File: config.mk
export PLATFORM = sky130hd
export DESIGN_NAME = regfile_write_arbiter
export DESIGN_NICKNAME = d
export VERILOG_FILES = /design/src/rtl/regfile_write_arbiter.sv
export SDC_FILE = /design/constraint.sdc
export NUM_CORES = 1
export LEC_CHECK = 0
export ABC_CLOCK_PERIOD_IN_PS = 2200
export BUFFER_PORTS_ARGS = -buffer_cell sky130_fd_sc_hd__buf_2
export CAP_MARGIN = 20
export CORE_ASPECT_RATIO = 1.1
export CORE_UTILIZATION = 45
export DETAILED_ROUTE_END_ITERATION = 7
export PLACE_DENSITY = 0.73
export SLEW_MARGIN = 20
export SYNTH_ARGS = -nofsm -noshare
export SYNTH_HDL_FRONTEND = slang
export SYNTH_SLANG_ARGS = --single-unit
File: constraint.sdc
create_clock -name clk -period 2.2 [get_ports clk]
set_input_delay 0.22 -clock clk [delete_from_list [all_inputs] [get_ports clk]]
set_output_delay 0.22 -clock clk [all_outputs]
set_load 0.01 [all_outputs]
File: src/rtl/regfile_write_arbiter.sv
// Shares the register-file write port between ALU (A) and load (B) writeback buffers.
// Define RFARB_RR_EN for round-robin arbitration; fixed priority A>B otherwise.
module regfile_write_arbiter #(
  parameter int unsigned AW   = 5,
  parameter int unsigned DW   = 8,
  parameter int unsigned CNTW = 8
) (
  input  logic            clk,
  input  logic            rst_n,
  input  logic            a_valid,
  output logic            a_ready,
  input  logic [AW-1:0]   a_wa,
  input  logic [DW-1:0]   a_wd,
  input  logic            b_valid,
  output logic            b_ready,
  input  logic [AW-1:0]   b_wa,
  input  logic [DW-1:0]   b_wd,
  output logic            regwrite,
  output logic [AW-1:0]   wa,
  output logic [DW-1:0]   wd,
  output logic            idle,
  output logic [CNTW-1:0] drop_cnt
);

  typedef struct packed {
    logic [AW-1:0] wa;
    logic [DW-1:0] wd;
  } entry_t;

  logic            a_vld_q, a_vld_d, b_vld_q, b_vld_d;
  entry_t          a_ent_q, a_ent_d, b_ent_q, b_ent_d;
  logic            regwrite_q, regwrite_d;
  logic [AW-1:0]   wa_q, wa_d;
  logic [DW-1:0]   wd_q, wd_d;
  logic [CNTW-1:0] drop_cnt_q, drop_cnt_d;
  logic            grant_a_c, grant_b_c;
  logic            a_acc_c, b_acc_c;
  entry_t          sel_c;

`ifdef RFARB_RR_EN
  // last_b_q set means B received the most recent grant.
  logic last_b_q, last_b_d;

  always_comb begin
    grant_a_c = 1'b0;
    grant_b_c = 1'b0;
    if (a_vld_q && b_vld_q) begin
      grant_a_c = last_b_q;
      grant_b_c = !last_b_q;
    end else begin
      grant_a_c = a_vld_q;
      grant_b_c = b_vld_q;
    end
  end

  always_comb begin
    last_b_d = last_b_q;
    if (grant_a_c) begin
      last_b_d = 1'b0;
    end else if (grant_b_c) begin
      last_b_d = 1'b1;
    end
  end

  always_ff @(posedge clk or negedge rst_n) begin
    if (!rst_n) begin
      last_b_q <= 1'b1;
    end else begin
      last_b_q <= last_b_d;
    end
  end
`else
  assign grant_a_c = a_vld_q;
  assign grant_b_c = b_vld_q && !a_vld_q;
`endif

  // Ready depends only on registered buffer state, never on an input valid.
  assign a_ready = !a_vld_q || grant_a_c;
  assign b_ready = !b_vld_q || grant_b_c;
  assign a_acc_c = a_valid && a_ready;
  assign b_acc_c = b_valid && b_ready;

  always_comb begin
    a_vld_d = a_vld_q;
    a_ent_d = a_ent_q;
    b_vld_d = b_vld_q;
    b_ent_d = b_ent_q;
    if (grant_a_c) a_vld_d = 1'b0;
    if (grant_b_c) b_vld_d = 1'b0;
    if (a_acc_c) begin
      a_vld_d = 1'b1;
      a_ent_d = '{wa: a_wa, wd: a_wd};
    end
    if (b_acc_c) begin
      b_vld_d = 1'b1;
      b_ent_d = '{wa: b_wa, wd: b_wd};
    end
  end

  // Output stage: writes to r0 are consumed but suppressed and counted.
  always_comb begin
    regwrite_d = 1'b0;
    wa_d       = wa_q;
    wd_d       = wd_q;
    drop_cnt_d = drop_cnt_q;
    sel_c      = grant_a_c ? a_ent_q : b_ent_q;
    if (grant_a_c || grant_b_c) begin
      if (sel_c.wa != '0) begin
        regwrite_d = 1'b1;
        wa_d       = sel_c.wa;
        wd_d       = sel_c.wd;
      end else if (drop_cnt_q != '1) begin
        drop_cnt_d = drop_cnt_q + CNTW'(1);
      end
    end
  end

  always_ff @(posedge clk or negedge rst_n) begin
    if (!rst_n) begin
      a_vld_q    <= 1'b0;
      a_ent_q    <= '0;
      b_vld_q    <= 1'b0;
      b_ent_q    <= '0;
      regwrite_q <= 1'b0;
      wa_q       <= '0;
      wd_q       <= '0;
      drop_cnt_q <= '0;
    end else begin
      a_vld_q    <= a_vld_d;
      a_ent_q    <= a_ent_d;
      b_vld_q    <= b_vld_d;
      b_ent_q    <= b_ent_d;
      regwrite_q <= regwrite_d;
      wa_q       <= wa_d;
      wd_q       <= wd_d;
      drop_cnt_q <= drop_cnt_d;
    end
  end

  assign regwrite = regwrite_q;
  assign wa       = wa_q;
  assign wd       = wd_q;
  assign drop_cnt = drop_cnt_q;
  assign idle     = !a_vld_q && !b_vld_q && !regwrite_q;

endmodule

==> summary.md <==
| Metric | Value |
|---|---|
| Ys flop type | dfrtp_1 |
| All-layer global routing usage | 18.1% |
| Final setup fails | 0 |
| Postcts setup bufs | 0 |
| Via count | 1330 |
| Post-synthesis sequential area ratio | 58.0% |
| Drt pass-1 iters | 4 |
| Max_cap viols | 0 |
| Min-Delay Path Class | primary input to asynchronous set/reset pin |
| Worst-skew pair later-pin latency | 0.30 ns |
| Most Crowded Layer GR | met2 |
| Synthesized area per cell | 14.9 um2 |
| Diodes inserted | 0 |
| DR vias/cell | slightly above 5 |
| Worst Path Required | 2.39 ns |
| Vias in the first global route | 1373 |
| Crit Path Category | register to register |
| Die area | 0.00507 mm2 |
| Post-DR wirelength/cell | 15.5 um |
| Clock transition at path regs | 0.09 ns |
| Critical path capture point type | register |
| Row count | 26 |
| Antenna violations before repair | 0 |
| Syn-to-layout area delta | 18.7% |
| DP HPWL | ~2800 um |
| Largest net degree at the start of global routing | 51 |
| Initial drt markers | 41 |
| Top area cells in the synthesized netlist | dfrtp_1 58%, mux2_2 19%, mux2_1 8.4% |
| Clk_skew | 0.0127 ns |
| H-tree levels | 2 |
| Post-Route WL | 4010 um |
| Num CTS Buffers | 5 |
| Bufs on Longest Clock Path | 2 |
| CTS tree | done |
| Final min period | approximately 2.0 ns |
| Setup_tns | 0 ns |
| Ys Warns | 0 |
| Startpoint types | register |
| Max Fclk | 498 MHz |
| # DRC | 0 |
| Root Driver | clkbuf_8 |
| Met1 usage | ~22% |
| Final Hold Viols | 0 |
| Die Span Y | 74.6 um |
| #FFs+latches synth | 50 |
| Clock Sinks | 50 |
| Arrival @ worst endpoint | 2.20 ns |
| Most frequent standard cell in the layout excluding fill and tap cells | buf_2 |
| Post-synth net total | approximately 180 |
| Synth unique cells | 27 |
| Power, Total | 2080 uW |
| Share of layout cells above drive strength 1 | 51.7% |
| Status | complete, no violations |
| Slew Viols, Final | 0 |
| Grt met2 use | 30.2% |
| Placement Cell Area | 0.00248 mm2 |
| Asr flop ratio synth | 100% |
| RD Place Congestion | about 0.83 |
| Synth area leader | dfrtp_1 |
| Global-route met3 utilization | 5.61% |
| # port buffers | between 50 and 60 |
| Critical path's slowest cell | dfrtp_1 |
| Nets | roughly 230 |
| Starting Density | between 40% and 50% |
| CP Cell Sequence | nor3b_1 > o22ai_4 > o21ai_2 > mux2_2 |
| Cell count of the worst reg-to-reg path | 4 |
| Leak Pwr | 0.00119 uW |
| VDD IR-drop max | between 0.5 and 0.6 mV |
| PwrDens | just over 800 mW/mm2 |
| Unrepaired setup endpoints after global routing | false |
| Design area | around 0.0026 mm2 |
| Post-Layout Cell Count | 259 |
| Mapped Area | 0.00216 mm2 |
| Max-slew headroom | between 40% and 50% |
| Total grt overflow | 0 |
| Global-route wire length before repair | about 6500 um |
| Routed Antenna Nets | 0 |
| IO Count | between 50 and 60 |
| Post_cts resized | 0 |
| Worst Tran Pin Value | 0.773 ns |
| Core area | 0.00462 mm2 |
| Fin crit share | approximately 90% |
| Most frequent cells in the layout | 53 x buf_2, 50 x dfrtp_1, 37 x mux2_2, 16 x mux2_1, 7 x xor2_1 |
| Die width | 68.0 um |
| Synth top area share | 58.0% |
| Placed cells | roughly 250 |
| Synthesized instance count | roughly 150 |
| EDFF count, synth | 0 |
| CP max stage delay | 0.60 ns |
| Critical Path Fanout Max | 14 |
| CTS Hold Bufs | 0 |
## kinds of logic (layout without fill, tap and decap cells)
family                   Yosys count  in the layout  synth area share [%]
multiplexers                      53             53                  27.7
flip-flops                        50             50                  58.0
AO/OA/AOI/OAI                      3              3                  1.62
AND/OR/NAND/NOR                   22             22                  6.79
other                              1              1                 0.174
XOR/XNOR                           7              7                  2.84
buffers and inverters              8             66                  2.32
adder cells (fa/ha/maj)            1              1                 0.580
## metrics by stage
stage	hold slack (ns)	utilization (%)	setup WS (ns)
floorplan	-0.0756	-	0.521
global placement	0.360	53.7	0.246
detailed placement	0.362	53.7	0.189
CTS	0.0358	55.4	0.166
global route	0.0667	55.4	0.0801
finish	0.00934	55.4	0.191
## area by class of cell
type                    count  area (um2)
fillers                   410        2060
multi-input cells          87         856
inverters                   2        7.51
clock inverters             1        7.51
clock buffers               6        72.6
flip-flops and latches     50        1250
well taps                  56        70.1
repair buffers             57         295
## registers in the layout, summed over array words and instances, names as in the netlist
name / count
a_ent_q: 13
a_vld_q: 1
b_ent_q: 13
b_vld_q: 1
drop_cnt: 8
regwrite: 1
wa: 5
wd: 8
## layer usage
layer  vias to the layer above  share of wire [%]
li1                        622                  -
met1                       661                 44
met2                        40                 49
met3                         7                5.5
met4                         0                1.4
met5                         -                  0
## final timing paths
check                                       start                 endpoint  slack [ns]
min                                         rst_n  drop_cnt[6]$_DFFE_PN0P_       0.009
min reg2reg                b_ent_q[6]$_DFFE_PN0P_   b_ent_q[6]$_DFFE_PN0P_        0.48
max in group asynchronous                   rst_n        wd[5]$_DFFE_PN0P_        1.77
max reg2reg                     a_vld_q$_DFF_PN0_        wa[2]$_DFFE_PN0P_        0.19
max                             a_vld_q$_DFF_PN0_        wa[2]$_DFFE_PN0P_        0.19
min in group clk                          b_valid      b_vld_q$_DFFE_PN0P_        0.11
## power breakdown
| part | total, uW | switching, uW | leakage (uW) | internal (uW) |
|---|---|---|---|---|
| Combinational | 405 | 188 | 0.000552 | 217 |
| Sequential | 1170 | 111 | 0.000597 | 1060 |
| Clock | 504 | 286 | 0.0000373 | 218 |
| Total | 2080 | 584 | 0.00119 | 1490 |
## Yosys cell counts (2+ instances only)
cell and number:
nand3_1 4, mux2_2 37, nor3_1 4, inv_1 2
dfrtp_1 50, nand2_1 3, nor4_1 3, xor2_1 7
mux2_1 16, buf_6 2
## critical path: cells and delay by family (launching register included)
kind	cells	cell delay, ns
AOI/OAI and AO/OA	2	0.51
and+or+nand+nor	1	0.38
DFF	1	0.60
muxes	1	0.40
Power figures use the tool's default switching activity.
